<file path="src/rtl/modular_mult_radix.sv">
// modular_mult_radix: Z = (A*B) mod N via B pre-reduction followed by an
// interleaved MSB-first shift-add-subtract multiply over A, retiring
// DIGIT_BITS operand bits per clock.
//
// Parameters:
//   WIDTH      operand/result width (must be a multiple of DIGIT_BITS)
//   DIGIT_BITS radix-2 steps unrolled per clock
// Ports:
//   clk, rst        clock, synchronous active-high reset
//   start           request, accepted only while busy=0
//   A, B, N         multiplicand, multiplier, modulus (captured on accept)
//   Z               result, held until next DONE entry or reset
//   done            one-cycle completion pulse
//   busy            high from accept through the done cycle
//   err             set with done when N==0, cleared on accept
// Build option:
//   MODMULT_CONST_TIME_EN  data-independent latency (REDUCE always runs,
//                          N==0 traverses the datapath with N = all-ones)
module modular_mult_radix #(
  parameter int unsigned WIDTH      = 32,
  parameter int unsigned DIGIT_BITS = 1
) (
  input  logic             clk,
  input  logic             rst,
  input  logic             start,
  input  logic [WIDTH-1:0] A,
  input  logic [WIDTH-1:0] B,
  input  logic [WIDTH-1:0] N,
  output logic [WIDTH-1:0] Z,
  output logic             done,
  output logic             busy,
  output logic             err
);

  localparam int unsigned C  = WIDTH / DIGIT_BITS;
  localparam int unsigned CW = $clog2(C) + 1;

  if ((WIDTH % DIGIT_BITS) != 0) begin : g_bad_cfg
    $error("modular_mult_radix: WIDTH must be a multiple of DIGIT_BITS");
  end

  typedef enum logic [1:0] {IDLE, REDUCE, MULT, DONE} state_t;

  state_t           state_q, state_d;
  logic [CW-1:0]    cnt_q, cnt_d;
  logic [WIDTH-1:0] a_q, a_d, b_q, b_d, n_q, n_d;
  logic [WIDTH:0]   rem_q, rem_d;
  logic [WIDTH+1:0] r_q, r_d;
  logic [WIDTH-1:0] z_d;
  logic             done_d, busy_d, err_d;

  logic [WIDTH-1:0] n_eff;
  logic [WIDTH:0]   rem_nx;
  logic [WIDTH-1:0] b_nx, a_nx;
  logic [WIDTH+1:0] r_nx;

  // Modulus seen by the datapath
`ifdef MODMULT_CONST_TIME_EN
  assign n_eff = (n_q == '0) ? '1 : n_q;
`else
  assign n_eff = n_q;
`endif

  // DIGIT_BITS restoring-remainder steps over B; rem < N holds between steps
  always_comb begin : reduce_step
    rem_nx = rem_q;
    b_nx   = b_q;
    for (int i = 0; i < int'(DIGIT_BITS); i++) begin
      rem_nx = {rem_nx[WIDTH-1:0], b_nx[WIDTH-1]};
      b_nx   = b_nx << 1;
      if (rem_nx >= {1'b0, n_eff}) rem_nx = rem_nx - {1'b0, n_eff};
    end
  end

  // DIGIT_BITS interleaved multiply steps; 2R + Br < 3N so two subtracts suffice
  always_comb begin : mult_step
    r_nx = r_q;
    a_nx = a_q;
    for (int i = 0; i < int'(DIGIT_BITS); i++) begin
      r_nx = {r_nx[WIDTH:0], 1'b0}
           + (a_nx[WIDTH-1] ? {2'b00, rem_q[WIDTH-1:0]} : (WIDTH+2)'(0));
      a_nx = a_nx << 1;
      if (r_nx >= {2'b00, n_eff}) r_nx = r_nx - {2'b00, n_eff};
      if (r_nx >= {2'b00, n_eff}) r_nx = r_nx - {2'b00, n_eff};
    end
  end

  // Next-state and registered-output logic
  always_comb begin : fsm_next
    state_d = state_q;
    cnt_d   = cnt_q + CW'(1);
    a_d     = a_q;
    b_d     = b_q;
    n_d     = n_q;
    rem_d   = rem_q;
    r_d     = r_q;
    z_d     = Z;
    done_d  = 1'b0;
    busy_d  = busy;
    err_d   = err;

    unique case (state_q)
      IDLE: begin
        cnt_d = '0;
        if (start) begin
          a_d    = A;
          b_d    = B;
          n_d    = N;
          rem_d  = '0;
          r_d    = '0;
          err_d  = 1'b0;
          busy_d = 1'b1;
`ifdef MODMULT_CONST_TIME_EN
          state_d = REDUCE;
`else
          if (N == '0) begin
            state_d = DONE;
            z_d     = '0;
            err_d   = 1'b1;
            done_d  = 1'b1;
          end else if (B < N) begin
            // B is already reduced; feed it straight to the multiplier
            state_d = MULT;
            rem_d   = {1'b0, B};
          end else begin
            state_d = REDUCE;
          end
`endif
        end
      end

      REDUCE: begin
        rem_d = rem_nx;
        b_d   = b_nx;
        if (cnt_q == CW'(C - 1)) begin
          state_d = MULT;
          cnt_d   = '0;
        end
      end

      MULT: begin
        r_d = r_nx;
        a_d = a_nx;
        if (cnt_q == CW'(C - 1)) begin
          state_d = DONE;
          cnt_d   = '0;
          done_d  = 1'b1;
          z_d     = (n_q == '0) ? '0 : r_nx[WIDTH-1:0];
          err_d   = (n_q == '0);
        end
      end

      DONE: begin
        state_d = IDLE;
        cnt_d   = '0;
        busy_d  = 1'b0;
      end

      default: begin
        state_d = IDLE;
        cnt_d   = '0;
        busy_d  = 1'b0;
      end
    endcase
  end

  // State and output registers
  always_ff @(posedge clk) begin
    if (rst) begin
      state_q <= IDLE;
      cnt_q   <= '0;
      a_q     <= '0;
      b_q     <= '0;
      n_q     <= '0;
      rem_q   <= '0;
      r_q     <= '0;
      Z       <= '0;
      done    <= 1'b0;
      busy    <= 1'b0;
      err     <= 1'b0;
    end else begin
      state_q <= state_d;
      cnt_q   <= cnt_d;
      a_q     <= a_d;
      b_q     <= b_d;
      n_q     <= n_d;
      rem_q   <= rem_d;
      r_q     <= r_d;
      Z       <= z_d;
      done    <= done_d;
      busy    <= busy_d;
      err     <= err_d;
    end
  end

endmodule

</file>
<file path="config.mk">
export PLATFORM = sky130hd
export DESIGN_NAME = modular_mult_radix
export DESIGN_NICKNAME = d
export VERILOG_FILES = /design/src/rtl/modular_mult_radix.sv
export SDC_FILE = /design/constraint.sdc
export NUM_CORES = 1
export LEC_CHECK = 0
export ABC_AREA = 1
export CAP_MARGIN = 40
export CORE_MARGIN = 1
export CORE_UTILIZATION = 50
export CTS_CLUSTER_DIAMETER = 30
export DETAILED_ROUTE_END_ITERATION = 10
export PLACE_DENSITY = 0.7
export SYNTH_ARGS = -nofsm -noshare
export SYNTH_HDL_FRONTEND = slang
export SYNTH_SLANG_ARGS = --single-unit
</file>
<file path="constraint.sdc">
create_clock -name clk -period 9.27 [get_ports clk]
set_input_delay 1.854 -clock clk [delete_from_list [all_inputs] [get_ports clk]]
set_output_delay 1.854 -clock clk [all_outputs]
set_load 0.005 [all_outputs]
</file>
Yosys cells after proc, flatten, opt, wreduce, memory -nomap -nowiden

Cells that the tools add are included.

Input bits: 99
Flip-flop bits (word level): 204
Word-level logic and storage cells: 79

Equality and inequality tests: 8
Reductions and logical operators: 15
Multiplexer cells: 36
Order comparisons: 4
Add/subtract/negate cells: 5

Operators with widths:

| cell                                          | count |
|---|---|
| two-way mux 32 bit                            | 11 |
| case mux 32 bit (2 select lines)              | 4 |
| >= comparator 34 x 32 -> 1 bit                | 2 |
| two-way mux 33 bit                            | 2 |
| case mux 33 bit (2 select lines)              | 1 |
| logical NOT 32 bit                            | 2 |
| adder 34 x 32 -> 34 bit                       | 1 |
| two-way mux 34 bit                            | 1 |
| subtractor 34 x 32 -> 34 bit                  | 1 |
| >= comparator 33 x 32 -> 1 bit                | 1 |
| subtractor 33 x 32 -> 33 bit                  | 1 |
| less-than comparator 32 bit                   | 1 |
| subtractor 32 bit                             | 1 |
| case mux 6 bit (2 select lines)               | 1 |
| two-way mux 2 bit                             | 5 |
| inequality test 2 bit, second input constant  | 4 |
| case mux 2 bit (4 select lines)               | 1 |
| AND reduction 2 bit                           | 4 |
| adder 6 x 1 -> 6 bit, second input constant   | 1 |
| == test 6 x 5 -> 1 bit, second input constant | 1 |
| two-way mux 1 bit                             | 6 |
| two-way mux 6 bit                             | 1 |
| case mux 1 bit (2 select lines)               | 3 |
| AND reduction 3 bit                           | 2 |
| 6 further kinds                               | 10 |

Depth between registers and ports, before layout

Word-level depth: 9
Gate-level depth with buffers: 49

Worst setup path before layout

OpenSTA, ideal clock, no wires.

Path kind: reg-to-reg
Start: register a_q[31]
End: register Z[10]
Setup time: 0.132 ns
Slack: 3.229 ns
Cell stages (with the launch flop): 47
Buffers on the path: 4
Period minus slack after synthesis: 6.041 ns
Arrival: 5.909 ns
Path through: dfxtp_1 > clkbuf_1 > clkbuf_1 > nand2_1 > inv_1 > ha_1 > fa_1 > nand2_1 > inv_1 > nand2_1 > nand2_1 > nand2_1 > nand2_1 > nand2_1 > nand2_2 > a31o_2 > nand2_1 > nand2_1 > [11 not listed] > inv_2 > buf_2 > o21a_1 > inv_1 > ha_1 > a21oi_1 > o21ai_1 > nand2_1 > nand2_1 > a21oi_1 > o21ai_1 > nand3_1 > nand2_1 > a21oi_2 > clkbuf_1 > nand3_1 > nand4_1 > a21oi_1

Word-level cells in the longest chain between the ends: 9
Elaborated cells between the ends (all ways): 11
Those cells by class: add/sub (3); order compare (2); mux (6)

Ends and longest elaborated chain:

| element                                                                               | line | text |
|---|---|---|
| start, declared                                                                       | 46   | `logic [WIDTH-1:0] a_q, a_d, b_q, b_d, n_q, n_d;` |
| start signal, assigned                                                                | 172  | `a_q <= '0;` |
| start signal, assigned                                                                | 184  | `a_q <= a_d;` |
| two-way mux 32 bit *                                                                  | 81   | `+ (a_nx[WIDTH-1] ? {2'b00, rem_q[WIDTH-1:0]} : (WIDTH+2)'(0));` |
| adder 34 x 32 -> 34 bit *                                                             | 81   |  |
| subtractor 34 x 32 -> 34 bit / >= comparator 34 x 32 -> 1 bit (equally long branches) | 83   | `if (r_nx >= {2'b00, n_eff}) r_nx = r_nx - {2'b00, n_eff};` |
| two-way mux 34 bit *                                                                  | 83   |  |
| subtractor 33 x 32 -> 33 bit / >= comparator 34 x 32 -> 1 bit (equally long branches) | 84   | `if (r_nx >= {2'b00, n_eff}) r_nx = r_nx - {2'b00, n_eff};` |
| two-way mux 33 bit *                                                                  | 84   |  |
| two-way mux 32 bit *                                                                  | 148  | `z_d = (n_q == '0) ? '0 : r_nx[WIDTH-1:0];` |
| two-way mux 32 bit *                                                                  | 144  | `if (cnt_q == CW'(C - 1)) begin` |
| case mux 32 bit (2 select lines) *                                                    | 102  | `unique case (state_q)` |
| end signal, assigned                                                                  | 189  | `Z <= z_d;` |
| end, declared                                                                         | 29   | `output logic [WIDTH-1:0] Z,` |

Mark *: on every way between the ends. The rest lies on a longest branch, timed or not. The select of a mux whose other input is x is not followed.
A chain may end at the register's enable or synchronous reset.

Final worst setup path

Start: register a_q[31]
End: register r_q[25]

Word-level cells in the longest chain between the ends: 7
Elaborated cells between the ends (all ways): 9
Those cells by class: add/sub (3); order compare (2); mux (4)

Ends and longest elaborated chain:

| element                                                                               | line | text |
|---|---|---|
| two-way mux 32 bit *                                                                  | 81   |  |
| adder 34 x 32 -> 34 bit *                                                             | 81   |  |
| subtractor 34 x 32 -> 34 bit / >= comparator 34 x 32 -> 1 bit (equally long branches) | 83   |  |
| two-way mux 34 bit *                                                                  | 83   |  |
| subtractor 33 x 32 -> 33 bit / >= comparator 34 x 32 -> 1 bit (equally long branches) | 84   |  |
| two-way mux 33 bit *                                                                  | 84   |  |
| case mux 33 bit (2 select lines) *                                                    | 102  |  |
| end signal, assigned                                                                  | 188  | `r_q <= r_d;` |
| end, declared                                                                         | 48   | `logic [WIDTH+1:0] r_q, r_d;` |

Mark *: on every way between the ends. The rest lies on a longest branch, timed or not.

==> impl_metrics.csv <==
group,metric,value,unit
floorplanning,start_util,51.21,%
logic_synthesis,yosysWarnings,0,
setup_path,reg2reg_slack,0.85,ns
logic_synthesis,syn_nets,3078,
clock_network,clk_latency,0.61,ns
finish,fin_util,61.15,%
logic_synthesis,synth_area_leaders,"dfxtp_1, nand2_1, ha_1",
job,cap_violations,0,
floorplanning,core_area,34880,µm²
floorplanning,row_count,68,
logic_synthesis,synthFlopType,"dfxtp_1",
clock_network,hold_buffers,0,
detailed_routing,drc,0,
setup_path,path_class,"reg -> reg",
setup_path,path_common_cell,"nand2_1",
global_route,grt_max_degree,109,
finish,multi_input_comb_area,11990,µm²
setup_path,r2r_end,"r_q[25]$_SDFFE_PP0P_",
detailed_routing,routed_wl,64600,µm
clock_network,cts_root_buf,"clkbuf_16",
clock_network,cts_tree,"yes",
clock_network,clock_path_buffers,3,
logic_synthesis,avgSynthCellArea,6.352,µm²
clock_network,ctsHtreeMaxLevel,2,
setup_path,reg2reg_depth,41,
placed_design,post-place-ws,1.169,ns
detailed_routing,post_drt_wl_per_cell,18.96,µm
detailed_routing,ant_nets,0,
setup_path,crit_path_start_kind,"flop",
sta,finalSetupViolations,0,
detailed_routing,drtIter0Drc,1752,
finish,num-fill-cells,3293,
detailed_routing,drtPass1Iterations,6,
global_route,grt_pass1_vias,18670,
floorplanning,die_h,191.0,µm
setup_path,critPathCapture,"r_q[25]$_SDFFE_PP0P_",
sta,rsz0062_at_grt,"false",
finish,finalInstanceArea,21330,µm²
floorplanning,io_pins,134,
sta,finalHoldViolations,0,
sta,maxSlewViolCount,0,
sta,fin_skew,0.04022,ns
global_route,grt_pass1_wl,100200,µm
finish,final_nets,3176,
sta,fmax,118.7,MHz
sta,min_period_over_period,90.87,%
setup_path,crit_arrival,8.92,ns
clock_network,cts.sinks,204,
clock_network,post_cts_buffers,0,
status,status,"completed",
setup_path,worst-path-buf-inv,6,
min_path,min_path_type,"reg -> reg",
clock_network,cts_buffers,52,
global_route,grt_overflow,0,
sta,setup_ws,0.8459,ns
finish,drive_above_1_share,4.810,%
logic_synthesis,netlist.area_leader.share,22.86,%
placed_design,port_buffers,133,
finish,antennaDiodeCount,0,
logic_synthesis,yosys.cell_types.count,49,
logic_synthesis,synth_edf_count,0,
sta,tightestPinTransition,0.9531,ns
setup_path,r2r-start,"a_q[31]$_SDFFE_PP0P_",
sta,slew_headroom,35.79,%
clock_network,cts-resized-gates,0,
logic_synthesis,synth-async-reset-ratio,0,%
finish,seqCellArea,4084,µm²
detailed_routing,num_vias,19600,
logic_synthesis,syn_inst,2812,
global_route,track_usage,35.39,%
detailed_routing,avgViaCountPerCell,5.754,
setup_path,cp-startpoint,"a_q[31]$_SDFFE_PP0P_",
setup_path,cpLargestDelayFamily,"simple AND/OR/NAND/NOR gates",
global_route,antenna_found_initial,2,
setup_path,slowest_delay,0.92,ns
sta,tns,0,ns
placed_design,place_area,19620,µm²
logic_synthesis,ys_ff_latch,204,
setup_path,crit_path_max_fanout,37,
setup_path,worstSetupPathDepth,41,
clock_network,path_clk_slew,0.05,ns
finish,syn_to_final_growth,19.42,%
floorplanning,die-area,36480,µm²
floorplanning,die_w,191.0,µm
setup_path,end_kind,"flop",
logic_synthesis,synth_area,17860,µm²
setup_path,cpMaxStageDelayCell,"dfxtp_1",
sta,fin_crit,8.424,ns
logic_synthesis,post-synth-top-area-cell,"dfxtp_1",
placed_design,place_congestion,1.027,
placed_design,dp_hpwl,50280,µm
setup_path,crit_required,9.77,ns
logic_synthesis,ys_seq_area_share,22.86,%
-- area by class of cell --
| type | count | area share, % |
|---|---|---|
| multi-input cells | 2126 | 56.22 |
| flip-flops and latches | 204 | 19.15 |
| repair buffers | 159 | 7.496 |
| clock buffers | 65 | 6.517 |
| inverters | 367 | 6.464 |
| well taps | 455 | 2.669 |
| clock inverters | 31 | 1.490 |
-- cell usage in the layout (no fill, tap or decap), types with 4 or more instances in the layout --
cell type        count
a211oi_1             6
xor2_1              48
xnor2_1             62
o21a_1              24
inv_1              360
ha_1               161
inv_6                4
dfxtp_1            204
inv_2                6
clkdlybuf4s50_1    133
clkinv_4             5
nand3b_1            34
buf_4               20
nor4_1              15
o21ai_1              5
nand4_1             59
o211ai_1             4
fa_1                 4
a31oi_1             57
a21oi_1            337
nor2_1             158
clkinvlp_4           7
clkbuf_8             4
a21boi_0             8
nand2_1            621
nand2_2              9
o21bai_1            16
clkbuf_1             9
o21ai_0            269
clkinv_2            11
a21o_1              22
clkbuf_16           52
nor3_1              24
nand3_1            151
-- synthesized netlist by cell type (all sizes together), types with 57 or more instances --
| library cell | count |
|---|---|
| a21oi | 338 |
| a31oi | 57 |
| clkbuf | 92 |
| dfxtp | 204 |
| ha | 163 |
| inv | 365 |
| nand2 | 630 |
| nand3 | 151 |
| nand4 | 62 |
| nor2 | 160 |
| o21ai | 277 |
| xnor2 | 62 |
-- metrics by stage --
stage | hold WS (ns) | instances
floorplan | 0.4176 | 2812
global placement | 0.4266 | 3305
detailed placement | 0.4425 | 3311
CTS | 0.4534 | 3407
global route | 0.4755 | 3407
finish | 0.4504 | 3407
-- registers in the layout, indices dropped and copies added, names as in the netlist --
register	count
r_q	33
Z	32
a_q	32
b_q	32
n_eff	32
rem_q	32
cnt_q	6
state_q	2
busy	1
done	1
err	1
-- worst min path at each step --
stage,cells after the start,startpoint,endpoint
after floorplan,1,cnt_q[0]$_SDFF_PP0_,cnt_q[0]$_SDFF_PP0_
after global placement,1,cnt_q[0]$_SDFF_PP0_,cnt_q[0]$_SDFF_PP0_
after detailed placement,1,cnt_q[0]$_SDFF_PP0_,cnt_q[0]$_SDFF_PP0_
after CTS,1,cnt_q[0]$_SDFF_PP0_,cnt_q[0]$_SDFF_PP0_
after global routing,1,cnt_q[0]$_SDFF_PP0_,cnt_q[0]$_SDFF_PP0_
final,1,cnt_q[0]$_SDFF_PP0_,cnt_q[0]$_SDFF_PP0_
-- per-layer routing --
layer / global-route usage, % / wire, µm / vias to the layer above
li1: - / - / 9665
met3: 5.342 / 4237 / 139
met1: 45.71 / 28320 / 9067
met4: 16.18 / 2679 / 4
met2: 57.78 / 29330 / 729
met5: 0 / 24 / -
-- kinds of logic after synthesis --
kind of cell / Yosys count / synth area share (%)
XOR/XNOR: 110 / 5.394
adder cells (fa/ha/maj): 167 / 11.87
flip-flops: 204 / 22.86
AND/OR/NAND/NOR: 1083 / 26.26
buffers and inverters: 482 / 10.30
AO/OA/AOI/OAI: 766 / 23.32
Power is not shown: default switching activity piles up to over one toggle a cycle in this logic, so the estimate is an artifact.
